--- src/rtl/decode_unescape_buffer.sv ---
// Byte-serial decoder front end: strips legacy prefixes and one 0x0F escape.
// Optional feature macro: DECODE_ARCH_LEN_CHECK_EN (total-length check).
module decode_unescape_buffer #(
    parameter int MAX_BODY  = 11,
    parameter int MAX_INSTR = 15
) (
    input  logic                  clk,
    input  logic                  rst_n,
    input  logic                  in_valid,
    output logic                  in_ready,
    input  logic [7:0]            in_byte,
    input  logic                  in_last,
    output logic                  out_valid,
    input  logic                  out_ready,
    output logic [8*MAX_BODY-1:0] unescaped_instr,
    output logic                  is_2byte,
    output logic [3:0]            body_len,
    output logic [5:0]            prefixes,
    output logic                  err
);

    typedef enum logic [1:0] {
        S_PREFIX,
        S_BODY,
        S_HOLD
    } state_t;

    // A body can never be longer than a whole instruction.
    localparam int BODY_CAP =
        (MAX_BODY < MAX_INSTR) ? MAX_BODY : MAX_INSTR;
    localparam logic [3:0] CAP = 4'(BODY_CAP);

    state_t                  state, state_n;
    logic [8*MAX_BODY-1:0]   win, win_n;
    logic                    is2, is2_n;
    logic [3:0]              blen, blen_n;
    logic [5:0]              pfx, pfx_n;
    logic                    err_r, err_n;
    logic                    accept;
    logic [5:0]              flag;

`ifdef DECODE_ARCH_LEN_CHECK_EN
    logic [3:0]              total_cnt, total_cnt_n;
`endif

    function automatic logic [5:0] pfx_flag(input logic [7:0] b);
        logic [5:0] f;
        f = 6'b000000;
        case (b)
            8'h66: f = 6'b000001;
            8'h67: f = 6'b000010;
            8'hF0: f = 6'b000100;
            8'hF2: f = 6'b001000;
            8'hF3: f = 6'b010000;
            8'h26, 8'h2E, 8'h36,
            8'h3E, 8'h64, 8'h65: f = 6'b100000;
            default: f = 6'b000000;
        endcase
        return f;
    endfunction

    assign accept = in_valid && in_ready;
    assign flag   = pfx_flag(in_byte);

    // Next-state and accumulator update for the current byte.
    always_comb begin
        state_n = state;
        win_n   = win;
        is2_n   = is2;
        blen_n  = blen;
        pfx_n   = pfx;
        err_n   = err_r;
`ifdef DECODE_ARCH_LEN_CHECK_EN
        total_cnt_n = total_cnt;
`endif
        case (state)
            S_PREFIX: begin
                if (accept) begin
                    if (flag != 6'b000000) begin
                        pfx_n = pfx | flag;
                    end else if (in_byte == 8'h0F) begin
                        is2_n   = 1'b1;
                        state_n = S_BODY;
                    end else begin
                        win_n[7:0] = in_byte;
                        blen_n     = 4'd1;
                        state_n    = S_BODY;
                    end
                end
            end
            S_BODY: begin
                if (accept) begin
                    if (blen >= CAP) begin
                        err_n = 1'b1;
                    end else begin
                        win_n[8*blen +: 8] = in_byte;
                        blen_n = blen + 4'd1;
                    end
                end
            end
            S_HOLD: begin
                if (out_ready) begin
                    state_n = S_PREFIX;
                    win_n   = '0;
                    is2_n   = 1'b0;
                    blen_n  = 4'd0;
                    pfx_n   = 6'b000000;
                    err_n   = 1'b0;
`ifdef DECODE_ARCH_LEN_CHECK_EN
                    total_cnt_n = 4'd0;
`endif
                end
            end
            default: state_n = S_PREFIX;
        endcase

`ifdef DECODE_ARCH_LEN_CHECK_EN
        if (accept) begin
            if (total_cnt >= 4'(MAX_INSTR)) begin
                err_n = 1'b1;
            end
            if (total_cnt != 4'hF) begin
                total_cnt_n = total_cnt + 4'd1;
            end
        end
`endif

        if (accept && in_last) begin
            state_n = S_HOLD;
            if (blen_n == 4'd0) begin
                err_n = 1'b1;
            end
        end
    end

    // State and accumulator registers.
    always_ff @(posedge clk or negedge rst_n) begin
        if (!rst_n) begin
            state <= S_PREFIX;
            win   <= '0;
            is2   <= 1'b0;
            blen  <= 4'd0;
            pfx   <= 6'b000000;
            err_r <= 1'b0;
`ifdef DECODE_ARCH_LEN_CHECK_EN
            total_cnt <= 4'd0;
`endif
        end else begin
            state <= state_n;
            win   <= win_n;
            is2   <= is2_n;
            blen  <= blen_n;
            pfx   <= pfx_n;
            err_r <= err_n;
`ifdef DECODE_ARCH_LEN_CHECK_EN
            total_cnt <= total_cnt_n;
`endif
        end
    end

    assign in_ready        = (state != S_HOLD);
    assign out_valid       = (state == S_HOLD);
    assign unescaped_instr = win;
    assign is_2byte        = is2;
    assign body_len        = blen;
    assign prefixes        = pfx;
    assign err             = err_r;

endmodule

--- config.mk ---
export PLATFORM = sky130hd
export DESIGN_NAME = decode_unescape_buffer
export DESIGN_NICKNAME = d
export VERILOG_FILES = /design/src/rtl/decode_unescape_buffer.sv
export SDC_FILE = /design/constraint.sdc
export NUM_CORES = 1
export LEC_CHECK = 0
export ABC_CLOCK_PERIOD_IN_PS = 5320
export CAP_MARGIN = 15
export CORE_UTILIZATION = 43
export CTS_BUF_LIST = sky130_fd_sc_hd__clkbuf_16
export CTS_CLUSTER_SIZE = 12
export DETAILED_ROUTE_END_ITERATION = 12
export PLACE_DENSITY_LB_ADDON = 0.3
export SYNTH_ARGS = -nofsm -noshare
export SYNTH_HDL_FRONTEND = slang
export SYNTH_SLANG_ARGS = --single-unit
--- constraint.sdc ---
create_clock -name clk -period 5.32 [get_ports clk]
set_clock_uncertainty 0.05 [all_clocks]
set_input_delay 1.064 -clock clk [delete_from_list [all_inputs] [get_ports clk]]
set_output_delay 1.064 -clock clk [all_outputs]
set_load 0.01 [all_outputs]
== After elaboration in Yosys (flattened, before gate mapping) ==
Index checks and enable logic that the tools add are counted.

* Output and inout bits: 102
* Register bits: 102
* Word-level logic and storage cells: 91
* Input bits: 13

* Bitwise logic cells: 1
* Multiplexer cells: 37
* $add $sub $neg: 2
* Reduce and logical (&&, ||, !) cells: 14
* Magnitude comparators: 1
* Shift operators: 2
* Equal/unequal tests: 27

{| class="wikitable"
|+ Operator list
! kind !! count
|-
| two-way mux 88 bit || 3
|-
| one-hot mux 80 bit (2 select lines) || 1
|-
| bitwise mux 88 bit || 1
|-
| variable shift 8 x 34 -> 88 bit (first input constant) || 1
|-
| variable part select 8 x 34 -> 88 bit || 1
|-
| one-hot mux 6 bit (6 select lines) || 1
|-
| negator 7 -> 34 bit || 1
|-
| == test 8 x 6 -> 1 bit (second input constant) || 4
|-
| == test 8 x 7 -> 1 bit (second input constant) || 4
|-
| == test 8 bit (second input constant) || 3
|-
| two-way mux 4 bit || 6
|-
| two-way mux 8 bit || 3
|-
| one-hot mux 8 bit (3 select lines) || 1
|-
| two-way mux 6 bit || 3
|-
| != test 2 bit (second input constant) || 9
|-
| one-hot mux 4 bit (3 select lines) || 1
|-
| one-hot mux 6 bit (2 select lines) || 1
|-
| AND reduction 4 bit || 3
|-
| two-way mux 1 bit || 9
|-
| == test 8 x 4 -> 1 bit (second input constant) || 1
|-
| two-way mux 2 bit || 4
|-
| AND reduction 7 bit || 1
|-
| != test 3 bit (second input constant) || 2
|-
| bitwise OR 6 bit || 1
|-
| 16 further kinds || 19
|}

== Logic depth before layout (Yosys ltp) ==
* Word-level depth: 10
* Gate-level depth with buffers: 11
* Depth with buffers taken out: 8

== Worst setup path after synthesis ==
Ideal clock, no wire load.

* Path type: reg-to-reg
* From: reg blen[2], in the netlist body_len[2]
* To: reg win[0], in the netlist unescaped_instr[0]
* Clock period less this slack: 2547 ps
* Buffers on the path: 2
* Setup time: 121 ps
* Setup slack: 2773 ps
* Data required time: 5149 ps
* Cell stages (with the launch flop): 9
* Arrival: 2376 ps
* Cell sequence: dfrtp_1 buf_2 nor3_1 ha_1 clkbuf_1 nor4b_1 nand3_1 a311o_4 a22o_1

* Word-level cells in the longest chain between the ends: 6
* Elaborated cells between the ends (all ways): 10
* Classes of those cells: add/sub (1); order compare (1); eq/ne (1); shift (2); mux (4); reduce/logical (1)

{| class="wikitable"
|+ RTL lines
! element !! RTL line !! RTL
|-
| from (decl) || 36 || <nowiki>logic [3:0] blen, blen_n;</nowiki>
|-
| from (signal assigned) || 152 || <nowiki>blen <= blen_n;</nowiki>
|-
| negator 7 -> 34 bit || 96 || <nowiki>win_n[8*blen +: 8] = in_byte;</nowiki>
|-
| variable part select 8 x 34 -> 88 bit / variable shift 8 x 34 -> 88 bit (equally long branches) || 96 ||
|-
| bitwise mux 88 bit || 96 ||
|-
| two-way mux 88 bit || 93 || <nowiki>if (blen >= CAP) begin</nowiki>
|-
| two-way mux 88 bit || 92 || <nowiki>if (accept) begin</nowiki>
|-
| one-hot mux 8 bit (3 select lines) || 76 || <nowiki>case (state)</nowiki>
|-
| to (signal assigned) || 150 || <nowiki>win <= win_n;</nowiki>
|-
| to (decl) || 34 || <nowiki>logic [8*MAX_BODY-1:0] win, win_n;</nowiki>
|}

Parallel ways exist; a longest one is shown, timed or not. The select of a mux whose other input is x is not followed.
A chain may end at the register's enable or synchronous reset.

== Worst setup path in the final report ==
* From: in in_valid
* To: reg win[25], in the netlist unescaped_instr[25]

* Word-level cells in the longest chain between the ends: 3

{| class="wikitable"
|+ RTL lines
! element !! RTL line !! RTL
|-
| from (decl) || 9 || <nowiki>input logic in_valid,</nowiki>
|-
| logical AND 1 bit || 62 || <nowiki>assign accept = in_valid && in_ready;</nowiki>
|-
| != test 2 bit (no source line) || n/a ||
|-
| AND reduction 4 bit (no source line) || n/a ||
|}

No other way between the ends.

==> results by group <==
Run status
  • Status: completed

CTS
  • Post-CTS Setup Bufs: 0
  • # H-tree levels: 3
  • Clk slew on worst S/H paths: 0.07 ns
  • Root Driver: clkbuf_16
  • Clock Tree Buf Depth: 2
  • # hold bufs at CTS: 0
  • Worst-Skew Late Latency: around 0.35 ns
  • CTS Sinks: 102
  • Total CTS buffers: 9
  • Post-CTS Resized: 0
  • CTS tree: yes

Setup path
  • RR Startpoint: state[0]$_DFFE_PN0P_
  • CP Capture Type: flop
  • CP Class: in -> reg
  • Worst EP arrival: roughly 3.7 ns
  • Critical Path, Cell by Cell: clkdlybuf4s50_1 -> nor2b_1 -> nand2_1 -> a21o_1 -> a21oi_2 -> nand3_1 -> o21ai_0
  • Critical Path Max Stage Delay: 0.64 ns
  • CP max-delay cell: a21oi_2
  • Worst Setup SP: in_valid
  • Crit path to: unescaped_instr[25]$_DFFE_PN0P_
  • WP depth: 7
  • CP max FO: 27
  • Critical path launch point type: input port
  • Critical Path RT: 5.54 ns
  • R2r worst-path depth: 9
  • Worst r2r dst: unescaped_instr[25]$_DFFE_PN0P_
  • CP bufs+invs: 1
  • CP top delay family: compound AO/OA/AOI/OAI gates
  • Flop-to-flop setup slack: 2.13 ns

Synth
  • Synth Register Bits: 102
  • Synth top area share: 53.7%
  • Cell count after synthesis: roughly 440
  • Post-synth ARST share: between 90% and 100%
  • Cell Area, Synth: 0.00475 sq mm
  • Count leader, synth: dfrtp_1
  • Synth area leader: dfrtp_1
  • Ys Warns: 0
  • Post-Syn Nets: approximately 470
  • Top post-synthesis cells by area: dfrtp_1 (54%), a22o_1 (6.3%), nand2_1 (4.3%)
  • Synth Flop Type: dfrtp_1
  • Number of enable flip-flop cells after synthesis: 0
  • Netlist cell types: 57
  • Mean Syn Cell Area: 10.7 sq um
  • Post-synth top cells: dfrtp_1 (102), nand2_1 (55), a22o_1 (34)
  • Seq/Total Area, Yosys: 53.7%

Detailed routing
  • Mean routed wirelength per cell: 19.2 microns
  • DR vias/cell: 5.78
  • Drt total wl: about 13000 microns
  • First DRT Iteration DRCs: 322
  • Vias: 3989
  • DRC: 0
  • Pre-Repair DR Iteration Count: 6
  • Routed Antenna Nets: 0

Power and ir drop
  • Sw Share: between 30% and 40%
  • Internal: 1.89 mW
  • Worst-case vdd ir drop: roughly 270 uV
  • Pwr Density: roughly 480 mW/mm^2
  • Logic pwr share: a little over two fifths
  • Sw Pwr: around 1.2 mW
  • Clock power frac: 23.9%
  • Leakage: 2.72 nW
  • Sequential power share: 34.5%

Placed design
  • Post-DP Area: 0.00597 sq mm
  • DP Wirelength: 8740 microns
  • Routability congestion estimate: 0.962
  • PortBufs: 114
  • Dpl ws: about 1.5 ns

Floorplanning
  • IO Pins: 115
  • Initial Util: between 40 and 50%
  • Chip Height: 107 microns
  • Full die area: between 0.01 and 0.015 sq mm
  • Die width: between 100 and 150 microns
  • Core area: 0.0108 sq mm
  • FP Rows: 38

Timing
  • Worst hold slack: 0.431 ns
  • TNS Setup: 0 ns
  • Rel. slew slack: 27.6%
  • Hold Fails Final Rpt: 0
  • RSZ-0062 raised after global routing: no
  • Period utilization: ~66%
  • Crit path time final: 3.51 ns
  • Final WS setup: 1.81 ns
  • Fmax: 0.285 GHz
  • Final slew viol count: 0
  • Worst slew pin tran: 1.08 ns
  • Endpoints failing setup: 0

GRT
  • First-pass GRT wire length: 21400 microns
  • GRT Overall Usage: 24.4%
  • Number of global-route vias before repair: 3881
  • Grt ovf: 0
  • Initial antenna violation count: 1
  • Largest net degree at the start of global routing: 54

Hold path
  • Hold Crit Class: reg -> reg
  • Hold depth: 2

Finish
  • Diode count: 0
  • P&R area growth vs syn: 32.7%
  • Fin nets: 568
  • Finished Cell Area: 0.00630 sq mm
  • Share of layout cells above drive strength 1: 6.36%

Flow run
  • Max Cap Viol: 0
through the flow:
step | power (mW) | instances | util (%)
after floorplan | 1.84 | 444 | -
after global placement | 2.30 | 674 | 55.3
after detailed placement | 2.32 | 674 | 55.3
after CTS | 3.06 | 690 | 58.4
after global routing | 3.22 | 690 | 58.4
final | 3.05 | 690 | 58.4
power groups by stage:
| stage | logic [mW] | clock network, mW | registers, mW |
|---|---|---|---|
| after floorplan | 0.740 | 0 | 1.10 |
| after global placement | 1.23 | 0 | 1.06 |
| after detailed placement | 1.27 | 0 | 1.06 |
| after CTS | 1.27 | 0.733 | 1.05 |
| after global routing | 1.38 | 0.766 | 1.07 |
| final | 1.27 | 0.730 | 1.05 |
routing by layer:
layer	track usage, %	routed length [microns]	vias up
li1	-	-	1848
met1	35.6	6140	1966
met2	36.4	6010	162
met3	4.44	938	13
met4	8.22	167	0
met5	0	0	-
how the worst min path moves through the flow:
stage,end,slack [ns],start
global route,unescaped_instr[58]$_DFFE_PN0P_,0.46,unescaped_instr[58]$_DFFE_PN0P_
detailed placement,unescaped_instr[58]$_DFFE_PN0P_,0.42,unescaped_instr[58]$_DFFE_PN0P_
finish,unescaped_instr[58]$_DFFE_PN0P_,0.43,unescaped_instr[58]$_DFFE_PN0P_
floorplan,prefixes[0]$_DFFE_PN0P_,0.47,prefixes[0]$_DFFE_PN0P_
CTS,unescaped_instr[58]$_DFFE_PN0P_,0.43,unescaped_instr[58]$_DFFE_PN0P_
global placement,prefixes[2]$_DFFE_PN0P_,0.41,prefixes[2]$_DFFE_PN0P_
cell families after synthesis:
logic type                 after synthesis  share of synthesized area [%]
AOI/OAI and AO/OA                      155                           25.2
adders and majority gates               10                           2.63
buffers and inverters                   52                           4.32
DFF                                    102                           53.7
muxes                                    3                          0.658
and+or+nand+nor                        122                           13.5
worst reg2reg max path: cells and delay by family (launching register included):
family / cells / cell delay (ns)
flip-flops: 1 / 0.39
AO/OA/AOI/OAI: 3 / 1.35
AND/OR/NAND/NOR: 3 / 0.83
buffers and inverters: 2 / 0.32
adder cells (fa/ha/maj): 1 / 0.19
flip-flops by register name, summed over array words and instances, names as in the netlist:
name,cells
err,1
unescaped_instr,88
state,2
is_2byte,1
body_len,4
prefixes,6
final cells by class:
type	instances	area, sq um
inverter	26	97.6
multi-input combinational	290	1990
sequential	102	2550
clock buffer	9	225
clock inverter	7	106
tap	140	175
fill	932	4490
timing repair buffer	116	1150
cell usage in the layout (no fill, tap or decap), types with 3 or more instances in the layout:
cell             synthesis  routed
dfrtp_1                102     102
nor2b_1                  4       4
nand2_1                 55      55
a22oi_1                  8       8
a22o_1                  34      34
a21oi_1                  6       6
a21o_1                   8       8
o31ai_1                 17      17
clkdlybuf4s50_1          0     113
nor3_2                   4       4
o21a_1                   4       4
nor2_1                  14      14
o21ai_0                 22      22
inv_1                   25      25
a32o_1                  17      17
o21ai_1                 15      15
buf_4                    1       3
nand3_1                 14      14
ha_1                    10      10
nor3_1                   4       4
nand2b_1                 4       4
clkbuf_16                0       9
a32oi_1                  8       8
(Power assumes the default switching activity.)
